`src/rtl/counter_pkg.sv`:
```
// Shared types and helpers for the synchronous up/down counter.
package counter_pkg;

  typedef enum logic {
    CNT_DOWN = 1'b0,
    CNT_UP   = 1'b1
  } cnt_dir_e;

  function automatic int unsigned clamp_mod(input int unsigned value, input int unsigned mod);
    return (value >= mod) ? (mod - 1) : value;
  endfunction

endpackage

```
`src/rtl/sync_updown_counter_if.sv`:
```
// Control/status bundle for sync_updown_counter.
interface sync_updown_counter_if #(
  parameter int unsigned WIDTH = 4
);
  logic             en;
  logic             up;
  logic             clr;
  logic             load;
  logic [WIDTH-1:0] load_val;
  logic [WIDTH-1:0] out;
  logic             tc;

  modport master (output en, up, clr, load, load_val, input out, tc);
  modport slave  (input en, up, clr, load, load_val, output out, tc);
endinterface

```
`src/rtl/cnt_prescaler.sv`:
```
// Step-enable divider: tick fires on the last phase of each PRESCALE-cycle group while en=1.
module cnt_prescaler #(
  parameter int unsigned PRESCALE = 1
) (
  input  logic clk,
  input  logic rstn,
  input  logic en,
  input  logic sync_clr,
  output logic tick
);

  if (PRESCALE <= 1) begin : g_bypass
    logic unused_ins;
    assign unused_ins = &{1'b0, clk, rstn, en, sync_clr};
    assign tick = 1'b1;
  end else begin : g_div
    localparam int unsigned PW = $clog2(PRESCALE) + 1;
    localparam logic [PW-1:0] LAST = PW'(PRESCALE - 1);

    logic [PW-1:0] phase_p1;

    always_ff @(posedge clk or negedge rstn) begin
      if (!rstn) begin
        phase_p1 <= '0;
      end else if (sync_clr) begin
        phase_p1 <= '0;
      end else if (en) begin
        phase_p1 <= (phase_p1 == LAST) ? '0 : phase_p1 + 1'b1;
      end
    end

    assign tick = en && (phase_p1 == LAST);
  end

endmodule

```
`src/rtl/sync_updown_counter.sv`:
```
// Synchronous modulo up/down counter with load, clear, prescaled stepping and tc pulse.
// Define UDCNT_SATURATE_EN to hold at the boundaries instead of wrapping.
module sync_updown_counter
  import counter_pkg::*;
#(
  parameter int unsigned WIDTH    = 4,
  parameter int unsigned MOD      = 16,
  parameter int unsigned PRESCALE = 1
) (
  input logic                  clk,
  input logic                  rstn,
  sync_updown_counter_if.slave bus
);

  localparam int unsigned MOD_C = clamp_mod(MOD, (32'd1 << WIDTH) + 32'd1);
  localparam logic [WIDTH:0] MOD_W  = (WIDTH+1)'(MOD_C);
  localparam logic [WIDTH:0] ONE_W  = {{WIDTH{1'b0}}, 1'b1};
  localparam logic [WIDTH:0] LAST_W = MOD_W - ONE_W;
`ifdef UDCNT_SATURATE_EN
  localparam logic [WIDTH:0] WRAP_UP = LAST_W;
  localparam logic [WIDTH:0] WRAP_DN = '0;
`else
  localparam logic [WIDTH:0] WRAP_UP = '0;
  localparam logic [WIDTH:0] WRAP_DN = LAST_W;
`endif

  logic             tick;
  logic             step;
  cnt_dir_e         dir;
  logic [WIDTH:0]   cur;
  logic [WIDTH:0]   nxt;
  logic             wrap;
  logic [WIDTH-1:0] load_c;
  logic [WIDTH-1:0] cnt_p1;
  logic             tc_p1;
  logic             unused_msb;

  cnt_prescaler #(.PRESCALE(PRESCALE)) u_pre (
    .clk      (clk),
    .rstn     (rstn),
    .en       (bus.en),
    .sync_clr (bus.clr | bus.load),
    .tick     (tick)
  );

  assign step   = bus.en & tick;
  assign dir    = cnt_dir_e'(bus.up);
  assign load_c = WIDTH'(clamp_mod(32'(bus.load_val), MOD_C));

  // Next-count arithmetic is one bit wider so MOD == 2**WIDTH compares correctly.
  always_comb begin
    cur  = {1'b0, cnt_p1};
    nxt  = cur;
    wrap = 1'b0;
    if (dir == CNT_UP) begin
      if ((cur + ONE_W) >= MOD_W) begin
        wrap = 1'b1;
        nxt  = WRAP_UP;
      end else begin
        nxt = cur + ONE_W;
      end
    end else begin
      if (cur == '0) begin
        wrap = 1'b1;
        nxt  = WRAP_DN;
      end else begin
        nxt = cur - ONE_W;
      end
    end
  end

  assign unused_msb = nxt[WIDTH];

  // Stage p1: registered count and terminal-count pulse.
  always_ff @(posedge clk or negedge rstn) begin
    if (!rstn) begin
      cnt_p1 <= '0;
      tc_p1  <= 1'b0;
    end else if (bus.clr) begin
      cnt_p1 <= '0;
      tc_p1  <= 1'b0;
    end else if (bus.load) begin
      cnt_p1 <= load_c;
      tc_p1  <= 1'b0;
    end else if (step) begin
      cnt_p1 <= nxt[WIDTH-1:0];
      tc_p1  <= wrap;
    end else begin
      tc_p1  <= 1'b0;
    end
  end

  assign bus.out = cnt_p1;
  assign bus.tc  = tc_p1;

endmodule

```
`src/flat_wrapper.sv`:
```
// flat-port wrapper written by rule: the top's interface ports become plain ports
module sync_updown_counter_flat import counter_pkg::*;
#(
  parameter int unsigned WIDTH    = 4,
  parameter int unsigned MOD      = 16,
  parameter int unsigned PRESCALE = 1
)
  (clk, rstn, bus_en, bus_up, bus_clr, bus_load, bus_load_val, bus_out, bus_tc);
  sync_updown_counter_if #(.WIDTH(WIDTH)) bus_i ();
  input logic clk;
  input logic rstn;
  input wire logic [$bits(bus_i.en)-1:0] bus_en;
  input wire logic [$bits(bus_i.up)-1:0] bus_up;
  input wire logic [$bits(bus_i.clr)-1:0] bus_clr;
  input wire logic [$bits(bus_i.load)-1:0] bus_load;
  input wire logic [$bits(bus_i.load_val)-1:0] bus_load_val;
  output wire logic [$bits(bus_i.out)-1:0] bus_out;
  output wire logic [$bits(bus_i.tc)-1:0] bus_tc;
  assign bus_i.en = bus_en;
  assign bus_i.up = bus_up;
  assign bus_i.clr = bus_clr;
  assign bus_i.load = bus_load;
  assign bus_i.load_val = bus_load_val;
  assign bus_out = bus_i.out;
  assign bus_tc = bus_i.tc;
  sync_updown_counter #(.WIDTH(WIDTH), .MOD(MOD), .PRESCALE(PRESCALE)) u_core (.clk(clk), .rstn(rstn), .bus(bus_i));
endmodule
```
`config.mk`:
```
export PLATFORM = sky130hd
export DESIGN_NAME = sync_updown_counter_flat
export DESIGN_NICKNAME = d
export VERILOG_FILES = /design/src/rtl/counter_pkg.sv /design/src/rtl/sync_updown_counter_if.sv /design/src/rtl/cnt_prescaler.sv /design/src/rtl/sync_updown_counter.sv /design/src/flat_wrapper.sv
export SDC_FILE = /design/constraint.sdc
export NUM_CORES = 1
export LEC_CHECK = 0
export BUFFER_PORTS_ARGS = -buffer_cell sky130_fd_sc_hd__buf_2
export CAP_MARGIN = 20
export CELL_PAD_IN_SITES_DETAIL_PLACEMENT = 1
export CELL_PAD_IN_SITES_GLOBAL_PLACEMENT = 1
export CORE_AREA = 5 5 42 44
export CTS_BUF_LIST = sky130_fd_sc_hd__clkbuf_16
export DETAILED_ROUTE_END_ITERATION = 8
export DIE_AREA = 0 0 47 49
export PLACE_DENSITY_LB_ADDON = 0.05
export SLEW_MARGIN = 15
export SYNTH_ARGS = -nofsm -noshare
export SYNTH_HDL_FRONTEND = slang
export SYNTH_SLANG_ARGS = --single-unit
```
`constraint.sdc`:
```
create_clock -name clk -period 1.8 [get_ports clk]
set_clock_uncertainty 0.2 [all_clocks]
set_input_delay 0.36 -clock clk [delete_from_list [all_inputs] [get_ports clk]]
set_output_delay 0.36 -clock clk [all_outputs]
set_load 0.1 [all_outputs]
```
After elaboration in Yosys (flattened, before gate mapping):

Index checks and enable logic that the tools add are counted.

* reductions and logical operators: 2
* $mul: 0
* shift operators: 0
* mux-type cells: 12
* eq/ne operators: 0
* add/subtract/negate cells: 2
* bitwise operators: 0
* divide/modulo/power cells: 0
* magnitude comparators: 1

Operators with widths (count)
* $mux W4: 6
* $mux W1: 6
* $add A4 B1 Y5 const B: 1
* $ge A5 B5 Y1 const B: 1
* $logic_not A4 Y1: 1
* $sub A4 B1 Y4 const B: 1
* $reduce_bool A3 Y1: 1

* input bits: 10
* memory bits (read-only): 0
* bits in latches: 0
* logic and storage cells: 19
* RAM bits: 0
* bits in registers: 5
* memories: 0

Depth between registers and ports, before layout:

Gate-level depths: netlist of run 1.

* depth after elaboration: 7
* depth in mapped cells: 6

Modules after synthesis:

Synthesis of run 1 repeated with hierarchy kept, for this count alone.

* cells, all modules: 50
* area, all modules: 410.4 µm²

Modules (own cells, without submodules)
* sync_updown_counter: times used 1, seq. area each 125.1 µm², area an instance 399.1 µm², cells each 48
* cnt_prescaler: times used 1, seq. area each 0.0 µm², area an instance 11.3 µm², cells each 2

Least setup slack after synthesis of run 1:

Ideal clock, no wire load.

* path type: register to register
* from: reg u_core.cnt_p1[1] (netlist: u_core.bus.out[1])
* to: reg u_core.cnt_p1[3] (netlist: u_core.bus.out[3])
* clock period less this slack: 2.236 ns
* setup slack: -0.436 ns
* cell stages (with the launch flop): 7
* setup time: 0.131 ns
* data required time: 1.469 ns
* arrival: 1.906 ns
* cell sequence: dfrtp_1 -> inv_1 -> ha_1 -> nor2_1 -> o21ai_0 -> a31oi_1 -> o32ai_2

* cells in the longest elaborated chain, start to end: 7
* elaborated cells on any way between the ends: 10
* classes of those cells: 2 x add/sub; 1 x order compare; 6 x mux; 1 x reduce/logical

RTL lines
* from (decl): RTL line sync_updown_counter.sv:34 `logic [WIDTH-1:0] cnt_p1;`
* from (signal assigned): RTL line sync_updown_counter.sv:83 `cnt_p1 <= load_c;`
* from (signal assigned): RTL line sync_updown_counter.sv:86 `cnt_p1 <= nxt[WIDTH-1:0];`
* $add A4 B1 Y5: RTL line sync_updown_counter.sv:56 `if ((cur + ONE_W) >= MOD_W) begin`
* $ge A5 B5 Y1: RTL line sync_updown_counter.sv:56
* $mux W4: RTL line sync_updown_counter.sv:56
* $mux W4 (*): RTL line sync_updown_counter.sv:55 `if (dir == CNT_UP) begin`
* $mux W4 (*): RTL line sync_updown_counter.sv:85 `end else if (step) begin`
* $mux W4 (*): RTL line sync_updown_counter.sv:82 `end else if (bus.load) begin`
* $mux W4 (*): RTL line sync_updown_counter.sv:79 `end else if (bus.clr) begin`

Mark *: on every way between the ends. The rest lies on a longest branch, timed or not. The select of a mux whose other input is x is not followed.
A chain may end at the register's enable or synchronous reset.

Worst setup path in the final report of run 1:

* from: reg u_core.cnt_p1[3] (netlist: u_core.bus.out[3])
* to: out bus_out[3]

RTL lines
* to (decl): RTL line flat_wrapper.sv:17 `output wire logic [$bits(bus_i.out)-1:0] bus_out;`

No word-level cell between the ends.

==> impl_metrics.env, run 1 <==
export IMPL_final_cell_mix="buf_2, a21oi_1, inv_1"
export IMPL_die_x_um=47
export IMPL_cts_tree="built"
export IMPL_hold_viol=0
export IMPL_vias_per_cell=5.241
export IMPL_crit_slowest_cell="buf_2"
export IMPL_drt_pass1_iterations=3
export IMPL_synth_seq_cells=5
export IMPL_grt_usage=0.1208
export IMPL_die_area_sq_um=2303
export IMPL_crit_arrival_ns=1.14
export IMPL_setup_viol=0
export IMPL_crit_required_ns=1.24
export IMPL_met2_usage=0.1629
export IMPL_powerDensity_nw_per_um2=1100
export IMPL_vias=414
export IMPL_maxCapViolations=0
export IMPL_numCtsBuffers=3
export IMPL_clockBufferDepth=2
export IMPL_holdWs_ns=0.1640
export IMPL_drive_gt1_frac=0.4762
export IMPL_core_area_sq_um=1401
export IMPL_fmax_ghz=0.5884
export IMPL_synth_nets=58
export IMPL_pre_cts_slack_ns=0.1159
export IMPL_power_mw=0.6578
export IMPL_p_clk_frac=0.547
export IMPL_clockRootBuffer="clkbuf_16"
export IMPL_clkTransAtPathRegs_ns=0.03
export IMPL_rows=14
export IMPL_endpoint_kind="output port"
export IMPL_critPathKind="reg -> out"
export IMPL_fin_crit_sh=0.9442
export IMPL_layout_nets=76
export IMPL_die_h_um=49
export IMPL_p_leak_nw=0.2717
export IMPL_min_from="bus_clr"
export IMPL_start_util=0.3009
export IMPL_worst_path_buf_inv=1
export IMPL_drv_slew=0
export IMPL_worst_slack_ns=0.1005
export IMPL_antenna_found_initial=0
export IMPL_synth_top_area_share=0.2967
export IMPL_clk_latency_ns=0.23
export IMPL_max_slew_worst_pin_slew_ns=0.4871
export IMPL_first_iter_violations=5
export IMPL_yosys_warnings=0
export IMPL_crit_start="u_core.bus.out[3]$_DFFE_PN0P_"
export IMPL_fin_tns_setup_ns=0
export IMPL_synth_sequential_area_ratio=0.2967
export IMPL_grt_max_degree=11
export IMPL_top_usage_layer="met1"
export IMPL_io_buffers=14
export IMPL_diodes=0
export IMPL_synth_area_sq_um=421.7
export IMPL_synth_edf_count=0
export IMPL_routed_wl_mm=1.156
export IMPL_async_reset_ff_frac=1.000
export IMPL_path_max_fanout=10
export IMPL_path_cells="buf_2"
export IMPL_slowest_delay_ns=0.46
export IMPL_swShare=0.2944
export IMPL_timing_rr_start="u_core.bus.out[1]$_DFFE_PN0P_"
export IMPL_area_growth_syn_to_layout_pct=41.84
export IMPL_period_minus_slack_ns=1.700
export IMPL_cts_max_level=1
export IMPL_post_cts_buffers=0
export IMPL_finalWeightedCongestion=0.7796
export IMPL_path_delay_family="buffers and inverters"
export IMPL_start_kind="register"
export IMPL_layout_commonest_cell="buf_2"
export IMPL_switchingPower_mw=0.1937
export IMPL_ant_nets=0
export IMPL_yosys_most_used_dff="dfrtp_1"
export IMPL_synth_area_top_cells="dfrtp_1, a21oi_1, nand2b_4, ha_1, buf_6"
export IMPL_seq_power_share=0.212
export IMPL_grt_use_met3=0.05535
export IMPL_drc=0
export IMPL_cts_sinks=5
export IMPL_wl_per_cell_um=14.63
export IMPL_grt_pass1_wl_mm=2.007
export IMPL_post_synth_inst_count=46
export IMPL_avgSynthCellArea_sq_um=9.166
export IMPL_combPwrFrac=0.241
export IMPL_grt_util_met1=0.1667
export IMPL_hpwl_um=925.4
export IMPL_synth_cell_types=24
export IMPL_grt_overflow_total=0
export IMPL_final_util=0.4268
export IMPL_rsz0062_at_grt="no"
export IMPL_status="finished clean"
export IMPL_peakVddDrop_v=0.0005481
export IMPL_internal_power_mw=0.4641
export IMPL_ios=15
export IMPL_grt_pass1_vias=446
export IMPL_worst_hold_path_type="in -> reg"
export IMPL_synth_top_area_cell="dfrtp_1"
export IMPL_slew_headroom=0.6775
-- cell usage after synthesis, drive strengths merged, types with 2 or more instances --
library cell and count:
a21oi 6, a31oi 2, buf 2, dfrtp 5
ha 2, inv 6, nand2 2, nand2b 2
nand4 2, o21ai 4, or3 2, xnor2 2
-- cell families after synthesis --
family                     Yosys count  synth area share
adders and majority gates            2           0.05934
buffers and inverters                8            0.1068
muxes                                1           0.02374
AOI/OAI and AO/OA                   17            0.2760
xor gates and xnor gates             2           0.04155
DFF                                  5            0.2967
and+or+nand+nor                     11            0.1959
-- final cells by class --
cell class,count,area [sq um]
inverter,6,22.52
fill,172,803.3
clock buffer,3,75.07
timing repair buffer,15,80.08
tap,16,20.02
clock inverter,1,3.754
multi-input combinational,33,261.5
sequential,5,135.1
-- sequential cells by signal, summed over array words and instances, names as in the netlist --
register / count
u_core.bus.out: 4
u_core.bus.tc: 1
-- power groups by stage --
stage	Sequential (mW)	Clock [mW]	Combinational [mW]
6_report	0.140	0.360	0.158
5_1_grt	0.142	0.377	0.170
4_1_cts	0.140	0.367	0.154
3_5_place_dp	0.141	0	0.152
3_3_place_gp	0.140	0	0.150
2_1_floorplan	0.193	0	0.0652
-- timing repair --
| action | 4_1_cts | 5_1_grt |
|---|---|---|
| gates resized for setup | 0 | 2 |
| endpoints found under the hold margin | 5 | 0 |
| hold buffers | 1 | 0 |
| setup endpoints to repair | 0 | 1 |
-- through the flow --
stage                     area, sq um  instances
after global routing            598.1         79
after detailed placement        499.2         74
after global placement          499.2         74
after CTS                       588.1         79
final                           598.1         79
after floorplan                 431.7         46
-- routing by layer --
layer | vias up | share of wire
li1 | 201 | -
met1 | 197 | 0.47
met2 | 16 | 0.47
met3 | 0 | 0.054
met4 | 0 | 0
met5 | - | 0
-- path summary, 6_finish.rpt --
| check | end | slack [ns] | cells past startpoint |
|---|---|---|---|
| max | bus_out[3] | 0.10 | 1 |
| min | u_core.bus.out[1]$_DFFE_PN0P_ | 0.16 | 2 |
| max reg2reg | u_core.bus.out[1]$_DFFE_PN0P_ | 0.10 | 6 |
| min reg2reg | u_core.bus.tc$_DFF_PN0_ | 0.43 | 2 |
| max in group asynchronous | u_core.bus.out[1]$_DFFE_PN0P_ | 0.97 | 2 |
| min in group asynchronous | u_core.bus.tc$_DFF_PN0_ | 0.28 | 2 |
Note: power is estimated with default switching activity, not from simulation.
==> run 2, diff against run 1 <==
--- a/config.mk
+++ b/config.mk
@@ -11,9 +11,11 @@
 export CELL_PAD_IN_SITES_GLOBAL_PLACEMENT = 1
 export CORE_AREA = 5 5 42 44
 export CTS_BUF_LIST = sky130_fd_sc_hd__clkbuf_16
+export CTS_CLUSTER_DIAMETER = 200
 export DETAILED_ROUTE_END_ITERATION = 8
 export DIE_AREA = 0 0 47 49
 export PLACE_DENSITY_LB_ADDON = 0.05
+export REMOVE_ABC_BUFFERS = 1
 export SLEW_MARGIN = 15
 export SYNTH_ARGS = -nofsm -noshare
 export SYNTH_HDL_FRONTEND = slang
==> run 2 against run 1 <==
  * Critical path depth unchanged
  * Routed wire length rose by 2.9%
  * Clock power is essentially flat
  * Die area did not move
==> impl_metrics.env, run 2 (synthesis gave the netlist of run 1 again) <==
export IMPL_status="finished clean"
export IMPL_die_x_um=47
export IMPL_crit_slowest_cell="buf_2"
export IMPL_rr_endpoint="u_core.bus.out[0]$_DFFE_PN0P_"
export IMPL_post_cts_buffers=0
export IMPL_clockBufferDepth=2
export IMPL_die_h_um=49
export IMPL_place_area_sq_um=526.8
export IMPL_worst_slack_ns=0.09620
export IMPL_drv_slew=0
export IMPL_layout_commonest_cell="buf_2"
export IMPL_fin_area_sq_um=618.1
export IMPL_finalWeightedCongestion=0.7910
export IMPL_rsz0062_at_grt="no"
export IMPL_reg2reg_slack_ns=0.13
export IMPL_fmax_ghz=0.5869
export IMPL_core_area_sq_um=1401
export IMPL_crit_required_ns=1.24
export IMPL_crit_arrival_ns=1.14
export IMPL_grt_overflow_total=0
export IMPL_numCtsBuffers=3
export IMPL_ios=15
export IMPL_final_cell_mix="buf_2, a21oi_1, inv_1"
export IMPL_vias=410
export IMPL_fin_tns_setup_ns=0
export IMPL_pre_cts_slack_ns=0.07121
export IMPL_antenna_found_initial=0
export IMPL_ant_nets=0
export IMPL_slew_headroom=0.6780
export IMPL_ff2ff_path_depth=6
export IMPL_worst_path_buf_inv=1
export IMPL_grt_usage=0.1167
export IMPL_drt_pass1_iterations=2
export IMPL_cts_max_level=1
export IMPL_setup_viol=0
export IMPL_start_kind="register"
export IMPL_period_minus_slack_ns=1.704
export IMPL_critPathKind="reg -> out"
export IMPL_grt_pass1_vias=454
export IMPL_area_growth_syn_to_layout_pct=46.59
export IMPL_cts_sinks=5
export IMPL_path_delay_family="buffers and inverters"
export IMPL_routed_wl_mm=1.190
export IMPL_worst_hold_path_type="in -> reg"
export IMPL_diodes=0
export IMPL_maxCapViolations=0
export IMPL_grt_pass1_wl_mm=1.952
export IMPL_die_area_sq_um=2303
export IMPL_path_max_fanout=5
export IMPL_first_iter_violations=2
export IMPL_vias_per_cell=5.125
export IMPL_grt_max_degree=11
export IMPL_power_mw=0.6646
export IMPL_powerDensity_nw_per_um2=1075
export IMPL_hold_viol=0
export IMPL_rows=14
export IMPL_drc=0
export IMPL_endpoint_kind="output port"
export IMPL_cp_depth=1
export IMPL_drive_gt1_frac=0.4219
export IMPL_timing_rr_start="u_core.bus.out[1]$_DFFE_PN0P_"
export IMPL_clockRootBuffer="clkbuf_16"
export IMPL_fin_crit_sh=0.9466
export IMPL_clk_latency_ns=0.23
export IMPL_holdWs_ns=0.1724
export IMPL_path_cells="buf_2"
export IMPL_endpoint="bus_out[2]"
export IMPL_cts_tree="built"
export IMPL_p_leak_nw=0.2833
export IMPL_hpwl_um=930.6
export IMPL_max_slew_worst_pin_slew_ns=0.4864
export IMPL_peakVddDrop_v=0.0006473
export IMPL_layout_nets=77
export IMPL_start_util=0.3009
export IMPL_wl_per_cell_um=14.88
export IMPL_crit_start="u_core.bus.out[2]$_DFFE_PN0P_"
export IMPL_slowest_delay_ns=0.47
export IMPL_largest_reg_flops=4
export IMPL_io_buffers=14
export IMPL_clkTransAtPathRegs_ns=0.03
-- run 2: where the power goes --
part	switching, mW	internal (mW)
sequential	0.0167	0.121
combinational	0.107	0.0614
clock	0.0704	0.288
-- run 2: how the worst min path moves through the flow --
stage | slack (ns) | cells past startpoint | end | startpoint
floorplan | -0.14 | 0 | u_core.bus.out[0]$_DFFE_PN0P_ | rstn
global route | 0.19 | 2 | u_core.bus.out[1]$_DFFE_PN0P_ | bus_clr
CTS | 0.18 | 2 | u_core.bus.out[1]$_DFFE_PN0P_ | bus_clr
finish | 0.17 | 2 | u_core.bus.out[1]$_DFFE_PN0P_ | bus_clr
detailed placement | -0.03 | 1 | u_core.bus.tc$_DFF_PN0_ | rstn
global placement | -0.03 | 1 | u_core.bus.tc$_DFF_PN0_ | rstn
-- run 2: final cells by class --
cell class,instances,area (sq um)
timing repair buffer,16,117.6
fill,182,783.3
clock buffer,3,75.07
sequential,5,127.6
inverter,6,22.52
multi-input combinational,33,251.5
clock inverter,1,3.754
tap,16,20.02
-- run 2: metrics by stage --
stage / std cells / utilization
floorplan: 44 / -
global placement: 75 / 0.3759
detailed placement: 75 / 0.3759
CTS: 80 / 0.4393
global route: 80 / 0.4411
finish: 80 / 0.4411
-- run 2: metal layers --
layer,track usage,vias to the layer above,share of wire
li1,-,203,-
met1,0.1403,199,0.42
met3,0.02214,0,0.036
met5,0,-,0
met2,0.1900,8,0.54
met4,0.05530,0,0
-- run 2: repair_timing --
item	4_1_cts	5_1_grt
setup endpoints to repair	0	2
hold buffers	1	0
endpoints found under the hold margin	5	0
resized for setup	0	2
